[src/rtl/watchdog_timer_ctrl.sv]
// Supervisory watchdog: counts armed cycles, restarts on heartbeat, raises warning
// and then a sticky trip that only disarming or reset can clear.
module watchdog_timer_ctrl #(
  parameter int unsigned TIMEOUT_CYCLES = 1000,
  parameter int unsigned WARN_CYCLES    = 750,
  parameter int unsigned CNT_W          = 32
) (
  input  logic             clk,
  input  logic             rst,
  input  logic             enable,
  input  logic             heartbeat,
  input  logic             force_reset,
  output logic             warning,
  output logic             triggered,
  output logic [CNT_W-1:0] count
);

  localparam logic [CNT_W-1:0] TIMEOUT_VAL = CNT_W'(TIMEOUT_CYCLES);
  localparam logic [CNT_W-1:0] WARN_VAL    = CNT_W'(WARN_CYCLES);

  logic [CNT_W-1:0] count_next;

  // Count freezes on trip, so this increment can never wrap.
  assign count_next = count + CNT_W'(1);

  always_ff @(posedge clk) begin
    if (rst) begin
      count     <= '0;
      warning   <= 1'b0;
      triggered <= 1'b0;
    end else if (!enable) begin
      count     <= '0;
      warning   <= 1'b0;
      triggered <= 1'b0;
    end else if (force_reset) begin
      warning   <= 1'b1;
      triggered <= 1'b1;
    end else if (triggered) begin
      // sticky: heartbeat is ignored and all outputs hold
      count     <= count;
      warning   <= warning;
      triggered <= triggered;
    end else if (heartbeat) begin
      count     <= '0;
      warning   <= 1'b0;
    end else begin
      count     <= count_next;
      warning   <= (count_next >= WARN_VAL);
      triggered <= (count_next >= TIMEOUT_VAL);
    end
  end

endmodule

[config.mk]
export PLATFORM = sky130hd
export DESIGN_NAME = watchdog_timer_ctrl
export DESIGN_NICKNAME = d
export VERILOG_FILES = /design/src/rtl/watchdog_timer_ctrl.sv
export SDC_FILE = /design/constraint.sdc
export NUM_CORES = 1
export LEC_CHECK = 0
export ABC_CLOCK_PERIOD_IN_PS = 2700
export CAP_MARGIN = 20
export CORE_UTILIZATION = 45
export CTS_BUF_LIST = sky130_fd_sc_hd__clkbuf_4 sky130_fd_sc_hd__clkbuf_8
export CTS_CLUSTER_DIAMETER = 100
export DETAILED_ROUTE_END_ITERATION = 8
export GPL_TIMING_DRIVEN = 0
export PLACE_DENSITY = 0.69
export SKIP_LAST_GASP = 1
export SYNTH_ARGS = -nofsm -noshare
export SYNTH_HDL_FRONTEND = slang
export SYNTH_SLANG_ARGS = --single-unit
export TNS_END_PERCENT = 30
[constraint.sdc]
create_clock -name clk -period 2.7 [get_ports clk]
set_input_delay 0.405 -clock clk [delete_from_list [all_inputs] [get_ports clk]]
set_output_delay 0.405 -clock clk [all_outputs]
set_load 0.005 [all_outputs]
Word level (Yosys, flattened, before mapping)
Index checks and enable logic that the tools add are counted.

Register bits: 34. Bits of input ports: 5. Output and inout bits: 34. Logic and storage cells: 19.

Add/subtract/negate cells: 1. Order comparisons: 2. Equality and inequality tests: 1. Multiplexer cells: 7. Bitwise logic cells: 3. Reduce and logical (&&, ||, !) cells: 2.

Operator list (number): $ge A32 B10 Y1 const B (2); $add A32 B1 Y32 const B (1); $mux W32 (1); $mux W1 (6); $not A1 Y1 (3); $ne A2 B2 Y1 const B (1); $reduce_and A2 Y1 (1); $reduce_or A2 Y1 (1).

Longest topological paths before layout
Gate-level depths: netlist (run 1).

Depth in word-level cells: 5. Depth in mapped cells: 10.

Least setup slack after synthesis (run 1)
OpenSTA, ideal clock, no wires.

Kind: reg2reg. Start: reg count[0]. End: reg triggered. Setup time: 0.137 ns. Arrival: 2.132 ns. Required time: 2.563 ns. Setup slack: 0.431 ns. Stages on the path, launching flop included: 10. Path buffers: 1. Path through: dfxtp_1 -> ha_1 -> buf_2 -> nand3_2 -> or4_1 -> mux2i_1 -> a211oi_1 -> o2111ai_1 -> nor4_1 -> a211oi_1.

Cells in the longest elaborated chain, start to end: 5.

RTL lines: start: declaration (line 15) `output logic [CNT_W-1:0] count`; start signal: assignment (line 40) `count <= count;`; start signal: assignment (line 47) `count <= count_next;`; $add A32 B1 Y32 (line 24) `assign count_next = count + CNT_W'(1);`; $ge A32 B10 Y1 (line 49) `triggered <= (count_next >= TIMEOUT_VAL);`; $mux W1 (line 43) `end else if (heartbeat) begin`; $mux W1 (line 38) `end else if (triggered) begin`; $mux W1 (line 35) `end else if (force_reset) begin`; end signal: assignment (line 42) `triggered <= triggered;`; end signal: assignment (line 49); end: declaration (line 14) `output logic triggered,`.

No other way between the ends. A chain may end at the register's enable or synchronous reset.

Worst setup path in the final report (run 1)
Ends and elaborated chain as after synthesis.

==> flow_results.xml, run 1 <==
<?xml version="1.0" encoding="UTF-8"?>
<metrics>
  <group name="logic_synthesis">
    <metric name="synth_edf_count" unit="">0</metric>
    <metric name="postSynth.asyncResetShare" unit="%">0</metric>
    <metric name="synth.top_cells.by_count" unit="">sky130_fd_sc_hd__nor2_1 (43), sky130_fd_sc_hd__a21oi_1 (40), sky130_fd_sc_hd__dfxtp_1 (34)</metric>
    <metric name="post_synth_main_area_contributors" unit="">sky130_fd_sc_hd__dfxtp_1 (27%), sky130_fd_sc_hd__a21oi_1 (7.9%), sky130_fd_sc_hd__nor2_1 (6.3%)</metric>
    <metric name="synth-main-ff-cell" unit="">sky130_fd_sc_hd__dfxtp_1</metric>
    <metric name="postSynthCellCount" unit="">351</metric>
    <metric name="post-synth-top-count-cell" unit="">sky130_fd_sc_hd__nor2_1</metric>
    <metric name="synth_largest_area_cell" unit="">sky130_fd_sc_hd__dfxtp_1</metric>
    <metric name="seq_area_frac_synth" unit="%">26.76</metric>
    <metric name="area_fraction_of_the_dominant_cell_type_after_synthesis" unit="%">26.76</metric>
    <metric name="syn-mean-instance-area" unit="um2">7.247</metric>
    <metric name="yosys.cell_types.count" unit="">47</metric>
    <metric name="yosysWarnings" unit="">0</metric>
    <metric name="syn_area" unit="um2">2544</metric>
    <metric name="synthesis.nets" unit="">358</metric>
    <metric name="postSynthRegisterBits" unit="">34</metric>
  </group>
  <group name="job">
    <metric name="cap_violations" unit="">0</metric>
  </group>
  <group name="critical_path">
    <metric name="timing.critical_path.arrival" unit="ns">2.76</metric>
    <metric name="start_kind" unit="">register</metric>
    <metric name="endpoint_kind" unit="">register</metric>
    <metric name="path_class" unit="">reg -&gt; reg</metric>
    <metric name="worst_r2r_path_depth" unit="">9</metric>
    <metric name="rr_endpoint" unit="">triggered</metric>
    <metric name="worst-path-max-fanout" unit="">9</metric>
    <metric name="cp.required" unit="ns">2.85</metric>
    <metric name="r2r_start" unit="">count[0]</metric>
    <metric name="startpoint" unit="">count[0]</metric>
    <metric name="timing.reg2reg.setup_slack" unit="ns">0.09</metric>
  </group>
  <group name="global_route">
    <metric name="antenna_found_initial" unit="">0</metric>
    <metric name="first_global_vias" unit="">2598</metric>
    <metric name="grt_overflow_total" unit="">0</metric>
    <metric name="global_route.usage.total" unit="%">28.10</metric>
    <metric name="grt_max_degree" unit="">11</metric>
    <metric name="grt_first_pass_wirelength" unit="um">13220</metric>
  </group>
  <group name="floorplan">
    <metric name="die_h" unit="um">77.19</metric>
    <metric name="floorplan.rows" unit="">27</metric>
    <metric name="die_footprint" unit="um2">5958</metric>
    <metric name="initial_core_util" unit="%">46.48</metric>
    <metric name="core" unit="um2">5473</metric>
    <metric name="fp.dieW" unit="um">77.19</metric>
    <metric name="floorplan.io_pins" unit="">39</metric>
  </group>
  <group name="clock_tree">
    <metric name="cts-root-to-sink-buffers" unit="">2</metric>
    <metric name="h-tree-depth" unit="">2</metric>
    <metric name="tritoncts_clock_tree" unit="">built</metric>
    <metric name="clk_latency" unit="ns">0.29</metric>
    <metric name="clock_sinks" unit="">34</metric>
    <metric name="clockRootBuffer" unit="">sky130_fd_sc_hd__clkbuf_8</metric>
    <metric name="numCtsBuffers" unit="">5</metric>
    <metric name="cts_hold_repair.buffers" unit="">0</metric>
    <metric name="clk_pin_slew_worst_paths" unit="ns">0.07</metric>
    <metric name="cts_post_setup_buffers_inserted" unit="">0</metric>
  </group>
  <group name="timing">
    <metric name="setup_slack" unit="ns">0.08724</metric>
    <metric name="clock.fmax" unit="GHz">0.3827</metric>
    <metric name="worstMarginPinSlew" unit="ns">0.7407</metric>
    <metric name="worst_slew_margin_rel" unit="%">50.44</metric>
    <metric name="period_minus_slack" unit="ns">2.613</metric>
    <metric name="skew" unit="ns">0.009539</metric>
    <metric name="rsz0062_at_grt" unit="">no</metric>
    <metric name="final_min_period_over_clock_period" unit="%">96.77</metric>
    <metric name="final_max_slew_viol_count" unit="">0</metric>
    <metric name="hold-worst-slack" unit="ns">0.5303</metric>
    <metric name="final_hold_viol_count" unit="">0</metric>
    <metric name="setup_viol" unit="">0</metric>
  </group>
  <group name="route">
    <metric name="ant_nets" unit="">0</metric>
    <metric name="wire_per_inst" unit="um">17.29</metric>
    <metric name="via_count" unit="">2909</metric>
    <metric name="drc_violations_left" unit="">0</metric>
    <metric name="avgViaCountPerCell" unit="">6.203</metric>
    <metric name="drt-total-wl" unit="um">8109</metric>
    <metric name="drt_pre_antenna_iters" unit="">5</metric>
    <metric name="first_iter_violations" unit="">329</metric>
  </group>
  <group name="placement">
    <metric name="portBuffers" unit="">38</metric>
    <metric name="pre_cts_ws" unit="ns">-0.004705</metric>
    <metric name="postPlaceCellArea" unit="um2">3014</metric>
    <metric name="gp_congestion" unit="">0.9285</metric>
    <metric name="post-dp-hpwl" unit="um">5638</metric>
  </group>
  <group name="worst_hold_path">
    <metric name="worstHoldStart" unit="">count[30]</metric>
    <metric name="hold_path_class" unit="">reg -&gt; reg</metric>
    <metric name="hold_end" unit="">count[30]</metric>
    <metric name="worstHoldPathCells" unit="">2</metric>
  </group>
  <group name="power_and_ir_drop">
    <metric name="static-leakage-power" unit="uW">0.001007</metric>
    <metric name="maximum_resistive_drop_on_vdd" unit="mV">0.2540</metric>
    <metric name="power_density" unit="nW/um2">322.0</metric>
  </group>
  <group name="layout">
    <metric name="layout.core_utilization" unit="%">57.25</metric>
    <metric name="ratio_of_cells_with_drive_above_1_in_the_final_layout" unit="%">13.10</metric>
    <metric name="design.final.nets" unit="">403</metric>
    <metric name="finalInstanceArea" unit="um2">3133</metric>
    <metric name="area_growth" unit="%">23.17</metric>
    <metric name="diodes" unit="">0</metric>
    <metric name="num-fill-cells" unit="">565</metric>
  </group>
  <group name="outcome">
    <metric name="status" unit="">finished, final reports clean</metric>
  </group>
</metrics>
through the flow:
stage                     total power, uW  instances   TNS [ns]
after floorplan                     563.1        351          0
after global placement              598.7        461   -0.02679
after detailed placement            599.6        461  -0.004705
after CTS                            1012        469          0
after global routing                 1043        469          0
final                                1009        469          0
cell families (layout without fill, tap and decap cells):
kind of cell	count (synthesis)	in the layout	share of synthesized area, %
compound gates	97	97	22.14
xor+xnor	12	12	4.132
fa+ha+maj	2	2	0.9836
buf+inv	37	83	7.280
flops	34	34	26.76
mux	4	4	1.574
simple gates	165	165	37.14
where the power goes:
| group | switching (uW) | leakage, uW | internal [uW] |
|---|---|---|---|
| combinational | 60.2 | 0.000681 | 25.2 |
| clock | 202 | 0.0000517 | 216 |
| sequential | 1.95 | 0.000274 | 503 |
worst max-delay path by stage:
| stage | slack, ns | end | cells past startpoint |
|---|---|---|---|
| 6_report | 0.09 | triggered | 9 |
| 5_1_grt | 0.008 | triggered | 9 |
| 4_1_cts | 0.00002 | triggered | 9 |
| 3_5_place_dp | -0.005 | triggered | 9 |
| 3_3_place_gp | -0.03 | triggered | 9 |
| 2_1_floorplan | 0.43 | triggered | 9 |
sequential cells by signal, indices dropped and copies added, names as in the netlist:
name and cells:
count 32, triggered 1, warning 1
worst max-delay path: stages, from the launching register on:
cell                        delay, ns
sky130_fd_sc_hd__dfxtp_1         0.38
sky130_fd_sc_hd__ha_1            0.15
sky130_fd_sc_hd__buf_2           0.19
sky130_fd_sc_hd__nand3_2         0.29
sky130_fd_sc_hd__or4_4           0.60
sky130_fd_sc_hd__mux2i_1         0.16
sky130_fd_sc_hd__a211oi_1        0.20
sky130_fd_sc_hd__o2111ai_1       0.17
sky130_fd_sc_hd__nor4_1          0.26
sky130_fd_sc_hd__a211oi_1        0.08
what timing repair did:
action,CTS,global route
endpoints found under the hold margin,0,0
resized for setup,0,4
endpoints found under the setup margin,0,2
layout make-up:
| class | instances | area [um2] | area share [%] |
|---|---|---|---|
| clock buffers | 7 | 90.09 | 2.875 |
| well taps | 72 | 90.09 | 2.875 |
| clock inverters | 1 | 5.005 | 0.1597 |
| flip-flops and latches | 34 | 680.7 | 21.73 |
| multi-input cells | 280 | 1702 | 54.31 |
| inverters | 7 | 26.28 | 0.8387 |
| plain buffers | 30 | 158.9 | 5.072 |
| repair buffers | 38 | 380.4 | 12.14 |
layout by cell type, fill, tap and decap left out, types with 6 or more instances in the layout:
master	instances
sky130_fd_sc_hd__and3_1	7
sky130_fd_sc_hd__buf_2	10
sky130_fd_sc_hd__xnor2_1	8
sky130_fd_sc_hd__a21oi_1	40
sky130_fd_sc_hd__o21ai_0	29
sky130_fd_sc_hd__nand2_1	22
sky130_fd_sc_hd__dfxtp_1	34
sky130_fd_sc_hd__inv_1	7
sky130_fd_sc_hd__nand4_1	17
sky130_fd_sc_hd__or3_1	8
sky130_fd_sc_hd__clkdlybuf4s50_1	38
sky130_fd_sc_hd__clkbuf_1	12
sky130_fd_sc_hd__nand3_1	12
sky130_fd_sc_hd__nor3_1	11
sky130_fd_sc_hd__nor4_1	8
sky130_fd_sc_hd__nor2_1	42
sky130_fd_sc_hd__clkbuf_8	6
routing by layer:
metal | routed length, um | global-route usage (%) | part of all wire [%] | up-vias
met3 | 655 | 5.476 | 8.1 | 11
met4 | 93 | 9.057 | 1.1 | 0
li1 | - | - | - | 1371
met1 | 3656 | 38.52 | 45 | 1374
met5 | 0 | 0 | 0 | -
met2 | 3703 | 43.89 | 46 | 153
No activity file was read; power rests on OpenSTA's default activity.
==> inputs of run 2 (changes only) <==
--- a/config.mk
+++ b/config.mk
@@ -7,12 +7,12 @@
 export LEC_CHECK = 0
 export ABC_CLOCK_PERIOD_IN_PS = 2700
 export CAP_MARGIN = 20
-export CORE_UTILIZATION = 45
+export CORE_UTILIZATION = 56
 export CTS_BUF_LIST = sky130_fd_sc_hd__clkbuf_4 sky130_fd_sc_hd__clkbuf_8
 export CTS_CLUSTER_DIAMETER = 100
 export DETAILED_ROUTE_END_ITERATION = 8
 export GPL_TIMING_DRIVEN = 0
-export PLACE_DENSITY = 0.69
+export PLACE_DENSITY = 0.82
 export SKIP_LAST_GASP = 1
 export SYNTH_ARGS = -nofsm -noshare
 export SYNTH_HDL_FRONTEND = slang
==> flow_results.xml, run 2 (same netlist as run 1, synthesis figures left out) <==
<?xml version="1.0" encoding="UTF-8"?>
<metrics>
  <group name="floorplan">
    <metric name="die_h" unit="um">69.40</metric>
    <metric name="floorplan.rows" unit="">24</metric>
    <metric name="die_footprint" unit="um2">4816</metric>
    <metric name="initial_core_util" unit="%">58.42</metric>
    <metric name="floorplan.io_pins" unit="">39</metric>
    <metric name="core" unit="um2">4354</metric>
    <metric name="fp.dieW" unit="um">69.40</metric>
  </group>
  <group name="clock_tree">
    <metric name="clk_latency" unit="ns">0.30</metric>
    <metric name="cts-root-to-sink-buffers" unit="">2</metric>
    <metric name="tritoncts_clock_tree" unit="">built</metric>
    <metric name="numCtsBuffers" unit="">5</metric>
    <metric name="h-tree-depth" unit="">2</metric>
    <metric name="clockRootBuffer" unit="">sky130_fd_sc_hd__clkbuf_8</metric>
    <metric name="clock_sinks" unit="">34</metric>
    <metric name="clk_pin_slew_worst_paths" unit="ns">0.07</metric>
    <metric name="cts_post_setup_buffers_inserted" unit="">0</metric>
  </group>
  <group name="power_and_ir_drop">
    <metric name="static-leakage-power" unit="uW">0.0009976</metric>
    <metric name="maximum_resistive_drop_on_vdd" unit="mV">0.2646</metric>
    <metric name="power_density" unit="nW/um2">346.3</metric>
  </group>
  <group name="route">
    <metric name="wire_per_inst" unit="um">17.71</metric>
    <metric name="ant_nets" unit="">0</metric>
    <metric name="via_count" unit="">2964</metric>
    <metric name="drt_pre_antenna_iters" unit="">5</metric>
    <metric name="drc_violations_left" unit="">0</metric>
    <metric name="avgViaCountPerCell" unit="">6.601</metric>
    <metric name="first_iter_violations" unit="">350</metric>
    <metric name="drt-total-wl" unit="um">7954</metric>
  </group>
  <group name="placement">
    <metric name="post-dp-hpwl" unit="um">5577</metric>
    <metric name="portBuffers" unit="">38</metric>
    <metric name="pre_cts_ws" unit="ns">0.02904</metric>
    <metric name="postPlaceCellArea" unit="um2">2989</metric>
    <metric name="gp_congestion" unit="">1.063</metric>
  </group>
  <group name="critical_path">
    <metric name="startpoint" unit="">count[0]</metric>
    <metric name="worst-path-max-fanout" unit="">9</metric>
    <metric name="endpoint_kind" unit="">register</metric>
    <metric name="start_kind" unit="">register</metric>
    <metric name="cp.required" unit="ns">2.92</metric>
    <metric name="path_class" unit="">reg -&gt; reg</metric>
    <metric name="timing.critical_path.arrival" unit="ns">2.74</metric>
    <metric name="r2r_start" unit="">count[0]</metric>
  </group>
  <group name="layout">
    <metric name="area_growth" unit="%">22.77</metric>
    <metric name="registers.top_by_ff_count" unit="">count</metric>
    <metric name="diodes" unit="">0</metric>
    <metric name="ratio_of_cells_with_drive_above_1_in_the_final_layout" unit="%">12.85</metric>
    <metric name="finalInstanceArea" unit="um2">3123</metric>
    <metric name="largest_register_ff_count" unit="">32</metric>
    <metric name="layout.cells.most_common" unit="">sky130_fd_sc_hd__nor2_1</metric>
    <metric name="design.final.nets" unit="">403</metric>
    <metric name="largestRegisters" unit="">count (32), triggered (1), warning (1)</metric>
    <metric name="layout.cells.most_common_list" unit="">sky130_fd_sc_hd__nor2_1 (43), sky130_fd_sc_hd__a21oi_1 (40), sky130_fd_sc_hd__clkdlybuf4s50_1 (38)</metric>
  </group>
  <group name="timing">
    <metric name="skew" unit="ns">0.006630</metric>
    <metric name="clock.fmax" unit="GHz">0.3958</metric>
    <metric name="rsz0062_at_grt" unit="">no</metric>
    <metric name="setup_slack" unit="ns">0.1733</metric>
    <metric name="final_max_slew_viol_count" unit="">0</metric>
    <metric name="accumulated_negative_setup_slack" unit="ns">0</metric>
    <metric name="final_min_period_over_clock_period" unit="%">93.58</metric>
    <metric name="setup_viol" unit="">0</metric>
    <metric name="period_minus_slack" unit="ns">2.527</metric>
    <metric name="worstMarginPinSlew" unit="ns">0.7112</metric>
    <metric name="final_hold_viol_count" unit="">0</metric>
    <metric name="worst_slew_margin_rel" unit="%">52.41</metric>
  </group>
  <group name="global_route">
    <metric name="grt_max_degree" unit="">11</metric>
    <metric name="first_global_vias" unit="">2551</metric>
    <metric name="grt.busiest_layer" unit="">met2</metric>
    <metric name="grt_util_met2" unit="%">50.27</metric>
    <metric name="grt_first_pass_wirelength" unit="um">12630</metric>
    <metric name="global_route.usage.met1" unit="%">45.32</metric>
    <metric name="global_route.usage.total" unit="%">33.08</metric>
    <metric name="grt_overflow_total" unit="">0</metric>
    <metric name="grt.met3_usage" unit="%">6.831</metric>
    <metric name="antenna_found_initial" unit="">0</metric>
  </group>
  <group name="outcome">
    <metric name="status" unit="">finished, final reports clean</metric>
  </group>
  <group name="worst_hold_path">
    <metric name="hold_path_class" unit="">reg -&gt; reg</metric>
    <metric name="worstHoldStart" unit="">count[30]</metric>
  </group>
  <group name="job">
    <metric name="cap_violations" unit="">0</metric>
  </group>
</metrics>
run 2: path summary, 6_finish.rpt:
kind / to / slack, ns / cells past startpoint
max: triggered / 0.17 / 9
min: count[30] / 0.52 / 2
max reg2reg: triggered / 0.17 / 9
min reg2reg: count[30] / 0.52 / 2
run 2: metrics by stage:
step | hold WS (ns) | std cells | power (uW) | util, %
2_1_floorplan | 0.4916 | 351 | 563.1 | -
3_3_place_gp | 0.4961 | 441 | 597.1 | 68.65
3_5_place_dp | 0.5046 | 441 | 598.1 | 68.65
4_1_cts | 0.5172 | 449 | 1087 | 71.26
5_1_grt | 0.5547 | 449 | 1110 | 71.72
6_report | 0.5205 | 449 | 1082 | 71.72
run 2: critical path, stage by stage (launching register included):
cell                       delay, ns
sky130_fd_sc_hd__dfxtp_1        0.39
sky130_fd_sc_hd__ha_1           0.16
sky130_fd_sc_hd__buf_2          0.20
sky130_fd_sc_hd__nand3_4        0.19
sky130_fd_sc_hd__nor2_1         0.41
sky130_fd_sc_hd__nand2_1        0.16
sky130_fd_sc_hd__xor2_1         0.18
sky130_fd_sc_hd__o41ai_1        0.46
sky130_fd_sc_hd__nor4_1         0.08
sky130_fd_sc_hd__a211oi_1       0.20
run 2: cell type report:
cell class	instances	area [um2]
plain buffers	30	158.9
clock buffers	7	83.83
clock inverters	1	30.03
fillers	388	1231
inverters	7	26.28
multi-input cells	280	1698
flip-flops and latches	34	680.7
well taps	52	65.06
repair buffers	38	380.4
run 2: repair_timing:
item / in CTS / in global routing
hold buffers: 0 / 0
resized for setup: 0 / 3
setup endpoints to repair: 0 / 2
run 2: per-layer routing:
metal,wire length (um),part of all wire [%],vias up
li1,-,-,1373
met1,3404,43,1381
met2,3596,45,182
met3,737,9.3,28
met4,216,2.7,0
met5,0,0,-
run 2: power breakdown:
part	total, uW	internal, uW	switching [uW]	leakage (uW)
registers	505	503	2.01	0.000274
clock network	491	296	195	0.0000593
logic	85.1	25.2	60.0	0.000664
